<file path="src/rtl/serial_add_seq.sv">
`default_nettype none
// ============================================================================
// Module   : serial_add_seq
// Purpose  : Sequencer for a 1-bit serial adder. A start pulse in IDLE loads
//            the parallel operands into internal shift registers. The block
//            then runs WIDTH shift cycles, LSB first, through a full-adder
//            slice with a registered carry, collects the sum into a result
//            shift register and signals completion with a one-cycle done.
// Revision : 1.0 - initial release
// ----------------------------------------------------------------------------
// Parameters:
//   WIDTH     operand/result width in bits (2..32)
// Ports:
//   clk       in   rising-edge clock
//   reset     in   synchronous, active-high reset
//   start     in   request a new addition, sampled only in IDLE
//   a, b      in   WIDTH-bit operands, captured on an accepted start
//   cin       in   carry-in, captured on an accepted start
//   sub       in   (SERIAL_ADD_SUB_EN only) 1 = compute a-b, captured on start
//   busy      out  high in SHIFT and DONE
//   shift_en  out  high in every SHIFT cycle (datapath shift strobe)
//   ser_sum   out  combinational sum bit of the current SHIFT cycle, else 0
//   done      out  one-cycle completion pulse
//   result    out  sum, valid from done until the next accepted start
//   cout      out  final carry, valid from done until the next accepted start
// Build option:
//   SERIAL_ADD_SUB_EN  adds the sub port (two's-complement subtraction)
// ============================================================================
module serial_add_seq #(
  parameter int WIDTH = 4
) (
  input  logic             clk,
  input  logic             reset,
  input  logic             start,
  input  logic [WIDTH-1:0] a,
  input  logic [WIDTH-1:0] b,
  input  logic             cin,
`ifdef SERIAL_ADD_SUB_EN
  input  logic             sub,
`endif
  output logic             busy,
  output logic             shift_en,
  output logic             ser_sum,
  output logic             done,
  output logic [WIDTH-1:0] result,
  output logic             cout
);

  localparam int CNT_W = $clog2(WIDTH + 1);
  localparam logic [CNT_W-1:0] C_LAST_CNT = CNT_W'(WIDTH - 1);

  typedef enum logic [1:0] {
    ST_IDLE  = 2'd0,
    ST_SHIFT = 2'd1,
    ST_DONE  = 2'd2
  } state_t;

  state_t             state_q,    state_d;
  logic [WIDTH-1:0]   a_sr_q,     a_sr_d;
  logic [WIDTH-1:0]   b_sr_q,     b_sr_d;
  logic               carry_q,    carry_d;
  logic [CNT_W-1:0]   cnt_q,      cnt_d;
  logic [WIDTH-1:0]   result_q,   result_d;
  logic               cout_q,     cout_d;
  logic               busy_q,     busy_d;
  logic               shift_en_q, shift_en_d;
  logic               done_q,     done_d;

  logic               sum_bit;
  logic               carry_bit;
  logic               sub_sel;

`ifdef SERIAL_ADD_SUB_EN
  assign sub_sel = sub;
`else
  assign sub_sel = 1'b0;
`endif

  // Full-adder bit slice on the current LSBs and the registered carry.
  assign sum_bit   = a_sr_q[0] ^ b_sr_q[0] ^ carry_q;
  assign carry_bit = (a_sr_q[0] & b_sr_q[0]) | (carry_q & (a_sr_q[0] ^ b_sr_q[0]));

  always_comb begin
    state_d  = state_q;
    a_sr_d   = a_sr_q;
    b_sr_d   = b_sr_q;
    carry_d  = carry_q;
    cnt_d    = cnt_q;
    result_d = result_q;
    cout_d   = cout_q;

    case (state_q)
      ST_IDLE: begin
        if (start) begin
          a_sr_d  = a;
          // Subtraction is a + ~b + 1; the +1 rides in on the carry register.
          b_sr_d  = sub_sel ? ~b : b;
          carry_d = sub_sel ? 1'b1 : cin;
          cnt_d   = '0;
          state_d = ST_SHIFT;
        end
      end
      ST_SHIFT: begin
        result_d = {sum_bit, result_q[WIDTH-1:1]};
        carry_d  = carry_bit;
        a_sr_d   = {1'b0, a_sr_q[WIDTH-1:1]};
        b_sr_d   = {1'b0, b_sr_q[WIDTH-1:1]};
        cnt_d    = cnt_q + CNT_W'(1);
        if (cnt_q == C_LAST_CNT) begin
          cout_d  = carry_bit;
          state_d = ST_DONE;
        end
      end
      ST_DONE: begin
        state_d = ST_IDLE;
      end
      default: begin
        state_d = ST_IDLE;
      end
    endcase

    // Status outputs are registered, so they are decoded from the next state.
    busy_d     = (state_d != ST_IDLE);
    shift_en_d = (state_d == ST_SHIFT);
    done_d     = (state_d == ST_DONE);
  end

  always_ff @(posedge clk) begin
    if (reset) begin
      state_q    <= ST_IDLE;
      a_sr_q     <= '0;
      b_sr_q     <= '0;
      carry_q    <= 1'b0;
      cnt_q      <= '0;
      result_q   <= '0;
      cout_q     <= 1'b0;
      busy_q     <= 1'b0;
      shift_en_q <= 1'b0;
      done_q     <= 1'b0;
    end else begin
      state_q    <= state_d;
      a_sr_q     <= a_sr_d;
      b_sr_q     <= b_sr_d;
      carry_q    <= carry_d;
      cnt_q      <= cnt_d;
      result_q   <= result_d;
      cout_q     <= cout_d;
      busy_q     <= busy_d;
      shift_en_q <= shift_en_d;
      done_q     <= done_d;
    end
  end

  assign busy     = busy_q;
  assign shift_en = shift_en_q;
  assign done     = done_q;
  assign result   = result_q;
  assign cout     = cout_q;
  // Gated so the sum bit reads 0 outside SHIFT.
  assign ser_sum  = (state_q == ST_SHIFT) & sum_bit;

endmodule
`default_nettype wire

</file>
<file path="config.mk">
export PLATFORM = sky130hd
export DESIGN_NAME = serial_add_seq
export DESIGN_NICKNAME = d
export VERILOG_FILES = /design/src/rtl/serial_add_seq.sv
export SDC_FILE = /design/constraint.sdc
export NUM_CORES = 1
export LEC_CHECK = 0
export CAP_MARGIN = 10
export CORE_UTILIZATION = 43
export DETAILED_ROUTE_END_ITERATION = 7
export PLACE_DENSITY = 0.77
export SETUP_SLACK_MARGIN = 0.02
export SLEW_MARGIN = 20
export SYNTH_ARGS = -nofsm -noshare
export SYNTH_HDL_FRONTEND = slang
export SYNTH_SLANG_ARGS = --single-unit
</file>
<file path="constraint.sdc">
create_clock -name clk -period 1.2 [get_ports clk]
set_input_delay 0.24 -clock clk [delete_from_list [all_inputs] [get_ports clk]]
set_output_delay 0.24 -clock clk [all_outputs]
set_load 0.05 [all_outputs]
</file>
Word level (Yosys, flattened, before mapping). Index checks and enable logic that the tools add are counted. Widths: inputs -> output; s select.

Register bits after elaboration: 22. Latch bits: 0. RAM bits: 0. Bits in read-only memories: 0. Input bits: 12. Output and inout port bits: 9. Word-level logic and storage cells: 38. Memories kept: 0.

$add $sub $neg: 1. $mul: 0. Div/mod/pow operators: 0. $lt $le $gt $ge: 0. Eq/ne operators: 5. Shift operators: 0. Mux-type cells: 11. Bitwise operators: 6. Reductions and logical operators: 5.

Operators by type and width (number): $pmux 4 s2 (2); $mux 4 (2); $pmux 3 s2 (1); $eq 2x1->1 const B (2); $mux 2 (2); $pmux 2 s2 (1); $reduce_and 2->1 (2); $reduce_bool 2->1 (2); $add 3x1->3 const B (1); $and 1x1->1 (3); $eq 3x2->1 const B (1); $mux 3 (1); $eq 2x2->1 const B (1); $logic_not 2->1 (1); $ne 2x2->1 const B (1); $pmux 1 s2 (1); $xor 1x1->1 (2); $mux 1 (1); $or 1x1->1 (1).

Depth between registers and ports, before layout. Gate-level depths: netlist of run 1.

Depth after elaboration: 4. Mapped depth: 6. Gate-level depth less buffers: 5.

Worst setup path after synthesis of run 1. Ideal clock, no wire load.

Path kind: reg-to-output. Start point: register a_sr_q[0]. End point: output port ser_sum. Arrival: 1.514 ns. Path slack: -0.554 ns. Stages on the path, launching flop included: 4. Buffers on the path: 0. Path through: dfxtp_1 > inv_1 > fa_1 > nor2_1.

Longest elaborated chain between the ends: 3.

Ends and longest elaborated chain: start, declared (line 59) `logic [WIDTH-1:0] a_sr_q, a_sr_d;`; start signal, assigned (line 142) `a_sr_q <= a_sr_d;`; $xor 1x1->1 (2 in series) (line 80) `assign sum_bit = a_sr_q[0] ^ b_sr_q[0] ^ carry_q;`; $and 1x1->1 (line 160) `assign ser_sum = (state_q == ST_SHIFT) & sum_bit;`; end, declared (line 43) `output logic ser_sum,`.

Every way passes these cells.

Worst setup path in the final report of run 1. Same ends and word-level chain as after synthesis.

==> results of run 1 <==
[placed cells by master (no fill, tap or decap), types with 2 or more instances in the layout]
cell type | synthesis | layout
a211oi_1 | 10 | 9
a21oi_1 | 4 | 3
a21oi_2 | 1 | 2
a22oi_1 | 3 | 3
buf_12 | 0 | 9
buf_4 | 1 | 9
clkbuf_4 | 0 | 3
clkdlybuf4s50_1 | 0 | 10
dfxtp_1 | 22 | 17
dfxtp_2 | 0 | 5
inv_1 | 4 | 2
inv_2 | 0 | 2
mux2i_1 | 7 | 7
nand2_1 | 8 | 8
nand2b_2 | 0 | 2
nor2_1 | 16 | 15
[layout make-up]
cell class / instances / area share (%)
Sequential cell: 22 / 33.7
Multi-Input combinational cell: 60 / 32.8
Timing Repair Buffer: 30 / 28.1
Tap cell: 27 / 2.55
Clock buffer: 3 / 1.70
Inverter: 4 / 1.13
[metal layers]
| layer | vias to the layer above | track usage [%] |
|---|---|---|
| met4 | 0 | 5.00 |
| met5 | - | 0 |
| met1 | 337 | 22.2 |
| met3 | 4 | 5.66 |
| met2 | 20 | 31.1 |
| li1 | 370 | - |
[power breakdown]
group / total (W) / internal, W / leakage, nW / switching [W]
clock: 0.000323 / 0.000117 / 0.0138 / 0.000205
sequential: 0.000804 / 0.000772 / 0.182 / 0.0000318
combinational: 0.000362 / 0.000192 / 0.333 / 0.000170
total: 0.00149 / 0.00108 / 0.529 / 0.000407
[per-stage QoR]
step	TNS [ns]	utilization (%)	area, µm²
floorplan	-0.188	-	921
global placement	-2.86	62.8	1240
detailed placement	-3.68	62.8	1240
CTS	-0.579	65.2	1290
global route	-0.780	66.8	1320
finish	-0.694	66.8	1320
[state kept, by name, summed over array words and instances (netlist names)]
name	count
a_sr_q	4
b_sr_q	4
result	4
cnt_q	3
state_q	2
busy	1
carry_q	1
cout	1
done	1
shift_en	1
[cell families (layout without fill, tap and decap cells)]
| group | after synthesis | after routing | synth area share (%) |
|---|---|---|---|
| muxes | 7 | 7 | 7.68 |
| AOI/OAI and AO/OA | 21 | 21 | 17.0 |
| adders and majority gates | 3 | 3 | 4.94 |
| buffers and inverters | 11 | 37 | 8.23 |
| and+or+nand+nor | 29 | 29 | 13.9 |
| DFF | 22 | 22 | 48.3 |
[worst register-to-register path, stage by stage (launching register included)]
cell      delay [ns]
dfxtp_2         0.35
inv_2           0.04
fa_2            0.49
buf_4           0.16
buf_6           0.11
a211oi_2        0.15
[repair_timing]
action,in CTS,in global routing
buffers inserted,1,1
cloned,0,0
setup endpoints to repair,13,9
gates resized for setup,8,7
endpoints found under the hold margin,0,0
pin swaps,2,0
[final timing paths]
path                                from                endpoint  slack, ns  cells after the start
setup / recovery  a_sr_q[0]$_SDFFE_PP0P_                 ser_sum      -0.52                      4
hold / removal                     start   state_q[0]$_SDFF_PP0_       0.48                      4
hold reg to reg    cnt_q[2]$_SDFFE_PP0P_   cnt_q[2]$_SDFFE_PP0P_       0.50                      2
setup reg to reg  a_sr_q[0]$_SDFFE_PP0P_  result[3]$_SDFFE_PP0P_      -0.17                      5
==> impl_results.md, run 1 <==
* Die X at 48.1 µm
* Vias in the first global route at 684
* Maximum vdd drop at 0.00105 V
* DRT iter0 DRCs at 8
* Post-synth EDFFs at 0
* Drt pass-1 iters at 4
* Main synth FF type: dfxtp_1
* Relative slew slack at 82.4%
* Clock Tree Root: clkbuf_4
* CP top delay family: adder cells
* Dpl ws at -0.385 ns
* CTS H-tree depth at 1
* Mapped Nets at 108
* Failing checks: negative setup slack
* DP Wirelength at 1.38 mm
* Fmax at 580 MHz
* Synth top area cells: dfxtp_1 (48%), a211oi_1 (8.2%), mux2i_1 (7.7%)
* Largest area contributor in the netlist: dfxtp_1
* Synth unique cells at 21
* Routed Antenna Nets at 0
* First-pass GRT wire length at 2.88 mm
* Least-Margin Pin Slew at 0.263 ns
* Layout cell share with drive strength beyond 1 at 32.8%
* Synthesis-to-finish area growth at 45.1%
* Post-synthesis register bit count at 22
* GRT Overall Usage at 18.3%
* Port bufs at 20
* Register area share after synthesis at 48.3%
* GRT overflow at 0
* Post-synth top area share at 48.3%
* Via density at 5.01
* Multi-input logic area at 434 µm²
* Cts hold-fix bufs at 0
* WL met1 at 831 µm
* Max clock buf depth at 2
* Fin Clk Skew at 0.00294 ns
* Clock-pin transition on the worst setup and hold timing paths at 0.11 ns
* CTS tree: built
* Commonest cells in the netlist: dfxtp_1 (22), nor2_1 (16), a211oi_1 (10)
* Drt drc at 0
* Via Count at 731
* DR WL met3 at 100 µm
* # setup viols final at 2
* Max Cap Viol at 0
* Final wirelength at 1.91 mm
* RSZ-0062 raised after global routing: true
* Ports at 21
* Row count at 16
* Critical Path AT at 1.48 ns
* Ys Warns at 0
* Worst Setup Path Type: reg2out
* Required @ worst endpoint at 0.96 ns
* Ys async rst share at 0%
* CTS buffer count at 3
* Final GP Congestion at 0.761
* Hold Crit Class: in2reg
* Minimum clock period at 1.72 ns
* WL per Instance at 13.1 µm
* Avg Cell Area, Syn at 9.81 µm²
* Most frequent cell after synthesis: dfxtp_1
* Antenna cells at 0
* Starting density of the core at 46.0%
* Non-Filler Instances at 146
* # fillers at 151
* Initial antenna violation count at 0
* CP max-delay cell: fa_2
* Core Area at 1980 µm²
* Setup slack after layout at -0.523 ns
* Routed wl met2 at 949 µm
* Top sig layer: met4
* Nature of the critical path startpoint: flip-flop
* Pwr Total at 0.00149 W
* Critical Path Fanout Max at 2
* Die area at 2310 µm²
* Crit-path max cell delay at 0.60 ns
* Die Height at 48.1 µm
* Status: complete, but fails checks
* Post-synthesis cell area at 912 µm²
* Final Max Tran Viols at 0
* Post-Place Cells at 141
* Gate Count Post-Synth at 93
* Clock Latency Late Sink at 0.30 ns
* Final Hold Viols at 0
* Cells along the critical path: inv_2 > fa_2 > nor2_4 > buf_12
* Sink Count at 22
* Fin crit share at 144%
* Buf/Inv on CP at 2
* Cell leakage power at 0.529 nW
* PD cells at 1120 nW/µm²
* Final hold slack at 0.478 ns
* Final #Nets at 136
* Crit path capture type: output port
* Register area at 447 µm²
* Largest net degree at the start of global routing at 13
Power figures use the tool's default switching activity.
==> inputs of run 2 (changes only) <==
- REMOVE_ABC_BUFFERS: not set -> 1
- SKIP_CTS_REPAIR_TIMING: not set -> 1
==> run 2 against run 1 <==
Effect of this change: the flow still finishes with violations (negative setup slack); combinational power down 5.5%; cell count unchanged; sequential share of layout area down 0.38 points; worst setup slack worse by 0.0026 ns; critical path type unchanged.
==> impl_results.md, run 2 (same netlist as run 1, synthesis figures left out) <==
* Setup slack after layout at -0.525 ns
* Drt pass-1 iters at 2
* Fin Clk Skew at 0.00146 ns
* Final hold slack at 0.501 ns
* CTS buffer count at 3
* Crit path capture type: output port
* Max Cap Viol at 0
* DRT iter0 DRCs at 6
* Starting density of the core at 46.0%
* Fmax at 580 MHz
* Antenna cells at 0
* Least-Margin Pin Slew at 0.238 ns
* Most common cell after layout, fill and taps aside: dfxtp_1
* Routed Antenna Nets at 0
* Minimum clock period at 1.73 ns
* GRT overflow at 0
* Sink Count at 22
* Setup crit start: b_sr_q[0]$_SDFFE_PP0P_
* Final Cell Area at 1340 µm²
* Failing checks: negative setup slack
* Row count at 16
* Cell leakage power at 0.528 nW
* Critical Path AT at 1.49 ns
* Die X at 48.1 µm
* CP max-delay cell: fa_2
* Core Area at 1980 µm²
* Initial antenna violation count at 0
* Status: complete, but fails checks
* Clock Latency Late Sink at 0.30 ns
* Die area at 2310 µm²
* Layout cell share with drive strength beyond 1 at 32.8%
* GRT Overall Usage at 17.0%
* Cells along the critical path: inv_2 > fa_2 > nor2_2 > buf_12
* First-pass GRT wire length at 2.68 mm
* Relative slew slack at 84.1%
* Final #Nets at 135
* Non-Filler Instances at 146
* Final Max Tran Viols at 0
* CTS H-tree depth at 1
* Nature of the critical path startpoint: flip-flop
* Drt drc at 0
* Port bufs at 20
* PD cells at 1150 nW/µm²
* Die Height at 48.1 µm
* Via Count at 740
* Hold Crit Class: reg2reg
* # setup viols final at 2
* Crit-path max cell delay at 0.57 ns
* CP top delay family: adder cells
* Pwr Total at 0.00154 W
* Critical Path Fanout Max at 2
* Layout Utilization at 67.7%
* Ports at 21
* Maximum vdd drop at 0.00109 V
* WL per Instance at 12.4 µm
* Clock Tree Root: clkbuf_4
* Final Hold Viols at 0
* Vias in the first global route at 635
* Clock-pin transition on the worst setup and hold timing paths at 0.11 ns
* Hold Path Origin: b_sr_q[1]$_SDFFE_PP0P_
* Required @ worst endpoint at 0.96 ns
* Via density at 5.07
* Final GP Congestion at 0.762
* Max clock buf depth at 2
* Post-Place Cells at 140
* Worst Setup Path Type: reg2out
* Buf/Inv on CP at 2
* Worst R2R Start: b_sr_q[0]$_SDFFE_PP0P_
* RSZ-0062 raised after global routing: true
* Fin crit share at 144%
* Cell area after placement at 1240 µm²
* Largest net degree at the start of global routing at 23
* CTS tree: built
* Most frequent cells in the layout: dfxtp_1 (18), nor2_1 (15), clkdlybuf4s50_1 (11)
* Final wirelength at 1.82 mm
* Synthesis-to-finish area growth at 47.2%
* DP Wirelength at 1.25 mm
[run 2: per-stage QoR]
stage                     setup TNS, ns  setup WS, ns
after global placement            -2.92        -0.287
after global routing             -0.682        -0.574
after CTS                        -0.920        -0.652
final                            -0.574        -0.525
after floorplan                  -0.554        -0.554
after detailed placement          -3.52        -0.345
[run 2: layer usage]
| layer | vias up | share of wire, % | track usage (%) |
|---|---|---|---|
| met3 | 6 | 3.0 | 3.40 |
| met5 | - | 0 | 0 |
| met2 | 18 | 52 | 28.6 |
| li1 | 370 | - | - |
| met1 | 346 | 42 | 21.1 |
| met4 | 0 | 2.3 | 6.67 |
[run 2: cell type report]
type	instances	area [µm²]
sequential	22	448
inverter	4	15.0
fill	155	639
tap	27	33.8
clock buffer	4	36.3
multi-input combinational	60	439
timing repair buffer	29	370
[run 2: worst paths after layout]
| check | to | slack (ns) | cells past startpoint |
|---|---|---|---|
| max | ser_sum | -0.53 | 4 |
| min | b_sr_q[0]$_SDFFE_PP0P_ | 0.50 | 2 |
| max reg2reg | result[3]$_SDFFE_PP0P_ | -0.05 | 4 |
| min reg2reg | b_sr_q[0]$_SDFFE_PP0P_ | 0.50 | 2 |
[run 2: worst reg2reg max path, cell delays in order, from the launching register on]
cell      delay, ns
dfxtp_2        0.37
inv_2          0.05
fa_2           0.47
buf_4          0.15
a211oi_2       0.15
[run 2: power by group]
part	leakage [nW]	internal [W]	total, W	switching (W)
Combinational	0.325	0.000181	0.000342	0.000161
Sequential	0.182	0.000771	0.000801	0.0000298
Clock	0.0210	0.000185	0.000398	0.000213
